**src/rtl/modem_ctrl_conditioner.sv**
```systemverilog
// modem_ctrl_conditioner: synchronise and debounce RTS/DTR, emit edge pulses
// and a modulo-256 tally of accepted transitions.
module modem_ctrl_conditioner #(
    parameter int   DEBOUNCE_CYCLES = 12000,
    parameter logic RESET_LEVEL     = 1'b1
) (
    input  logic       clk,
    input  logic       rstn,
    input  logic       RTS,
    input  logic       DTR,
    output logic       rts_q,
    output logic       dtr_q,
    output logic       rts_rise,
    output logic       rts_fall,
    output logic       dtr_rise,
    output logic       dtr_fall,
    output logic [7:0] evt_count
);
    localparam int CW = $clog2(DEBOUNCE_CYCLES + 1);
    localparam logic [CW-1:0] LAST = CW'(DEBOUNCE_CYCLES - 1);

    // Index 0 is RTS, index 1 is DTR.
    logic [1:0]    w_raw;
    logic [1:0]    r_s1;
    logic [1:0]    r_s2;
    logic [1:0]    r_lvl;
    logic [1:0]    r_rise;
    logic [1:0]    r_fall;
    logic [1:0]    w_acc;
    logic [CW-1:0] r_cnt [2];
    logic [7:0]    r_evt;

    assign w_raw = {DTR, RTS};

    always_comb begin
        w_acc = '0;
        for (int i = 0; i < 2; i++)
            w_acc[i] = (r_s2[i] != r_lvl[i]) && (r_cnt[i] == LAST);
    end

    always_ff @(posedge clk or negedge rstn) begin
        if (!rstn) begin
            r_s1   <= {2{RESET_LEVEL}};
            r_s2   <= {2{RESET_LEVEL}};
            r_lvl  <= {2{RESET_LEVEL}};
            r_rise <= '0;
            r_fall <= '0;
            r_evt  <= '0;
            for (int i = 0; i < 2; i++)
                r_cnt[i] <= '0;
        end else begin
            r_s1   <= w_raw;
            r_s2   <= r_s1;
            r_rise <= w_acc & r_s2;
            r_fall <= w_acc & ~r_s2;
            r_evt  <= r_evt + 8'(w_acc[0]) + 8'(w_acc[1]);
            for (int i = 0; i < 2; i++) begin
                // Any return to the held level aborts a pending change.
                r_cnt[i] <= (r_s2[i] == r_lvl[i] || w_acc[i]) ? '0 : r_cnt[i] + 1'b1;
                r_lvl[i] <= w_acc[i] ? r_s2[i] : r_lvl[i];
            end
        end
    end

    assign rts_q     = r_lvl[0];
    assign dtr_q     = r_lvl[1];
    assign rts_rise  = r_rise[0];
    assign rts_fall  = r_fall[0];
    assign dtr_rise  = r_rise[1];
    assign dtr_fall  = r_fall[1];
    assign evt_count = r_evt;
endmodule

```
**config.mk**
```make
export PLATFORM = sky130hd
export DESIGN_NAME = modem_ctrl_conditioner
export DESIGN_NICKNAME = d
export VERILOG_FILES = /design/src/rtl/modem_ctrl_conditioner.sv
export SDC_FILE = /design/constraint.sdc
export NUM_CORES = 1
export LEC_CHECK = 0
export CAP_MARGIN = 10
export CORE_MARGIN = 5
export CORE_UTILIZATION = 45
export CTS_CLUSTER_DIAMETER = 50
export DETAILED_ROUTE_END_ITERATION = 10
export SLEW_MARGIN = 20
export SYNTH_ARGS = -nofsm -noshare
export SYNTH_HDL_FRONTEND = slang
export SYNTH_SLANG_ARGS = --single-unit
```
**constraint.sdc**
```tcl
create_clock -name clk -period 4.6 [get_ports clk]
set_clock_uncertainty 0.1 [all_clocks]
set_input_delay 0.46 -clock clk [delete_from_list [all_inputs] [get_ports clk]]
set_output_delay 0.46 -clock clk [all_outputs]
set_load 0.01 [all_outputs]
```
==> results.py <==
metrics = {
    "global_routing": {
        "grt_pass1_vias": 1353,
        "grt_max_degree": 47,
        "grt_pass1_wl_um": 6150,
        "antenna_found_initial": 0,
        "gr-total-overflow": 0,
        "track_usage_pct": 12.9,
    },
    "placed_design": {
        "dpl.hpwl_um": 2410,
        "routabilityCongestion": 0.880,
        "dpl_cell_area_mm2": 0.00224,
        "numPortBuffers": 17,
    },
    "setup_path": {
        "path_buf_inv": 1,
        "crit_fanout": 6,
        "start_kind": "register",
        "critical-path-top-delay-family": "simple AND/OR/NAND/NOR gates",
        "max_stage_delay_ns": 0.69,
        "path_common_cell": "ha_1",
        "required_ns": 4.68,
        "r2r_slack_ns": 1.56,
        "path_class": "register to register",
        "endpoint_kind": "register",
        "crit_chain": "ha_1 -> nand4_1 -> or4_1 -> nand2b_1 -> fa_1 -> inv_1 -> ha_1 -> and3_1 -> nand3_1 -> xnor2_1",
        "crit_arrival_ns": 3.12,
        "cp_slowest_cell": "or4_1",
    },
    "floorplan": {
        "die-area_mm2": 0.00596,
        "coreArea_mm2": 0.00435,
        "initial_utilization_pct": 46.7,
        "die_y_um": 77.2,
        "ios": 18,
        "rows": 24,
        "die_x_um": 77.2,
    },
    "clock_network": {
        "htree_levels": 2,
        "clkTransAtPathRegs_ns": 0.09,
        "post_cts_buffers": 0,
        "hold_buffers": 0,
        "cts.sinks": 46,
        "cts_max_path_buffers": 2,
        "tritoncts": "done",
        "cts.repair.resized": 0,
        "cts_made_buffers": 5,
        "cts_root_buf": "clkbuf_8",
        "clock_latency_ns": 0.30,
    },
    "hold_path": {
        "hold_path.class": "input port to asynchronous set/reset pin",
    },
    "power_and_ir_drop": {
        "powerDensity_mw_per_mm2": 297,
        "ir_worst_vdd_mv": 0.182,
        "p_leak_nw": 0.978,
    },
    "sta": {
        "max_slew.worst_pin.slew_ns": 0.569,
        "finalHoldViolations": 0,
        "fmax_ghz": 0.329,
        "drv_slew": 0,
        "grt_setup_unrepaired": "false",
        "finalCritPeriodShare_pct": 66.0,
        "max_slew_margin_pct": 62.1,
        "setup_viol": 0,
        "min_period_ns": 3.04,
        "fin_setup_tns_ns": 0,
    },
    "routing": {
        "drtIter0Drc": 91,
        "avgRoutedWirePerCell_um": 13.9,
        "firstDrtPassIters": 4,
        "drc": 0,
        "ant_nets": 0,
        "via_per_inst": 5.30,
        "vias": 1351,
        "totalWireLength_um": 3550,
    },
    "logic_synthesis": {
        "syn_avg_cell_area_um2": 11.2,
        "ys_types": 31,
        "synthTopCellsByArea": "dfrtp_1, xnor2_1, dfstp_2, nor2_1, xor2_1",
        "ys_seq_elements": 46,
        "synth_area_mm2": 0.00203,
        "synth_cells": 182,
        "synth_fp_nets": 190,
        "yosysTopAreaCellShare_pct": 49.2,
        "post-synth-top-area-cell": "dfrtp_1",
        "ys.warnings.count": 0,
        "yosysSeqAreaShare_pct": 57.0,
    },
    "final_layout": {
        "nNetsFinal": 210,
        "drive_gt1_share_pct": 9.85,
        "final_area_mm2": 0.00233,
        "syn2layout_area_growth_pct": 14.8,
        "n_antenna_cell": 0,
        "post-route-util_pct": 53.6,
    },
    "run": {
        "maxCapViolations": 0,
    },
    "run_status": {
        "outcome": "complete, no violations",
    },
}
==> area by class of cell <==
cell class	instances	area, um2
fillers	377	2020
flip-flops and latches	46	1160
multi-input cells	126	827
repair buffers	17	168
clock buffers	5	68.8
well taps	52	65.1
clock inverters	3	25.0
inverters	6	22.5
==> placed cells by master (no fill, tap or decap) <==
| cell | n |
|---|---|
| xor2_1 | 11 |
| xnor2_1 | 20 |
| buf_4 | 1 |
| nand3b_1 | 1 |
| clkinv_4 | 1 |
| o21ai_0 | 1 |
| or3_1 | 1 |
| or3b_1 | 1 |
| clkinvlp_4 | 1 |
| nand3_1 | 8 |
| and2_1 | 1 |
| nand4_1 | 8 |
| nand3_2 | 1 |
| nand2_2 | 2 |
| and4_1 | 2 |
| nor3b_1 | 4 |
| or4_1 | 2 |
| nor2_1 | 27 |
| a21oi_1 | 1 |
| ha_1 | 3 |
| nor3_1 | 9 |
| clkdlybuf4s50_1 | 16 |
| nand2_1 | 9 |
| fa_1 | 1 |
| inv_1 | 6 |
| and3_1 | 3 |
| nand4bb_1 | 1 |
| nand2b_1 | 3 |
| inv_6 | 1 |
| clkbuf_8 | 5 |
| mux2_4 | 2 |
| nor2b_1 | 1 |
| nor4_1 | 3 |
| dfrtp_1 | 40 |
| dfstp_2 | 6 |
==> power breakdown <==
group          internal (mW)  switching, mW  leakage, nW
logic                0.00708         0.0154        0.317
clock network          0.110          0.143       0.0447
registers              0.412        0.00662        0.617
total                  0.528          0.165        0.978
==> cells in the mapped netlist <==
cell type and number:
dfrtp_1 40, nor2_1 27, xnor2_1 20, xor2_1 11
nand2_1 9, nor3_1 9, nand3_1 8, nand4_1 8
dfstp_2 6, inv_1 6, nor3b_1 4, and3_1 3
ha_1 3, nand2b_1 3, nor4_1 3, and4_1 2
buf_2 2, buf_4 2, mux2_4 2, nand2_2 2
or4_1 2, a21oi_1 1, and2_1 1, fa_1 1
nand3_2 1, nand3b_1 1, nand4bb_1 1, nor2b_1 1
o21ai_0 1, or3_1 1, or3b_1 1
==> metal layers <==
layer	global-route usage, %	vias to the layer above	routed length (um)
met5	0	-	0
met3	4.33	4	191
met1	16.1	666	1690
li1	-	646	-
met4	5.67	0	53
met2	20.2	35	1620
==> state kept, by name, indices dropped and copies added (netlist names) <==
| register | count |
|---|---|
| r_lvl | 2 |
| r_rise | 2 |
| evt_count | 8 |
| r_s1 | 2 |
| r_cnt | 28 |
| r_fall | 2 |
| r_s2 | 2 |
==> cells by family after synthesis <==
| logic type | share of synthesized area [%] |
|---|---|
| and+or+nand+nor | 22.5 |
| DFF | 57.0 |
| xor gates and xnor gates | 13.4 |
| buffers and inverters | 2.34 |
| adders and majority gates | 2.83 |
| AOI/OAI and AO/OA | 0.492 |
| muxes | 1.48 |
==> through the flow <==
step | hold WS, ns | cells | power, mW | setup WS (ns)
5_1_grt | 0.0875 | 255 | 0.727 | 1.33
2_1_floorplan | 0.0644 | 182 | 0.436 | 1.82
3_5_place_dp | 0.247 | 247 | 0.449 | 1.55
3_3_place_gp | 0.246 | 247 | 0.448 | 1.67
6_report | 0.0500 | 255 | 0.694 | 1.56
4_1_cts | 0.257 | 255 | 0.704 | 1.53
==> final timing paths <==
check,endpoint,startpoint,cells past startpoint
max,evt_count[6],r_cnt[0],10
min,r_fall[1],rstn,1
max reg2reg,evt_count[6],r_cnt[0],10
min reg2reg,r_s2[0],r_s1[0],0
max in group asynchronous,r_lvl[0],rstn,1
min in group clk,r_s2[0],r_s1[0],0
Note: power is estimated with default switching activity, not from simulation.
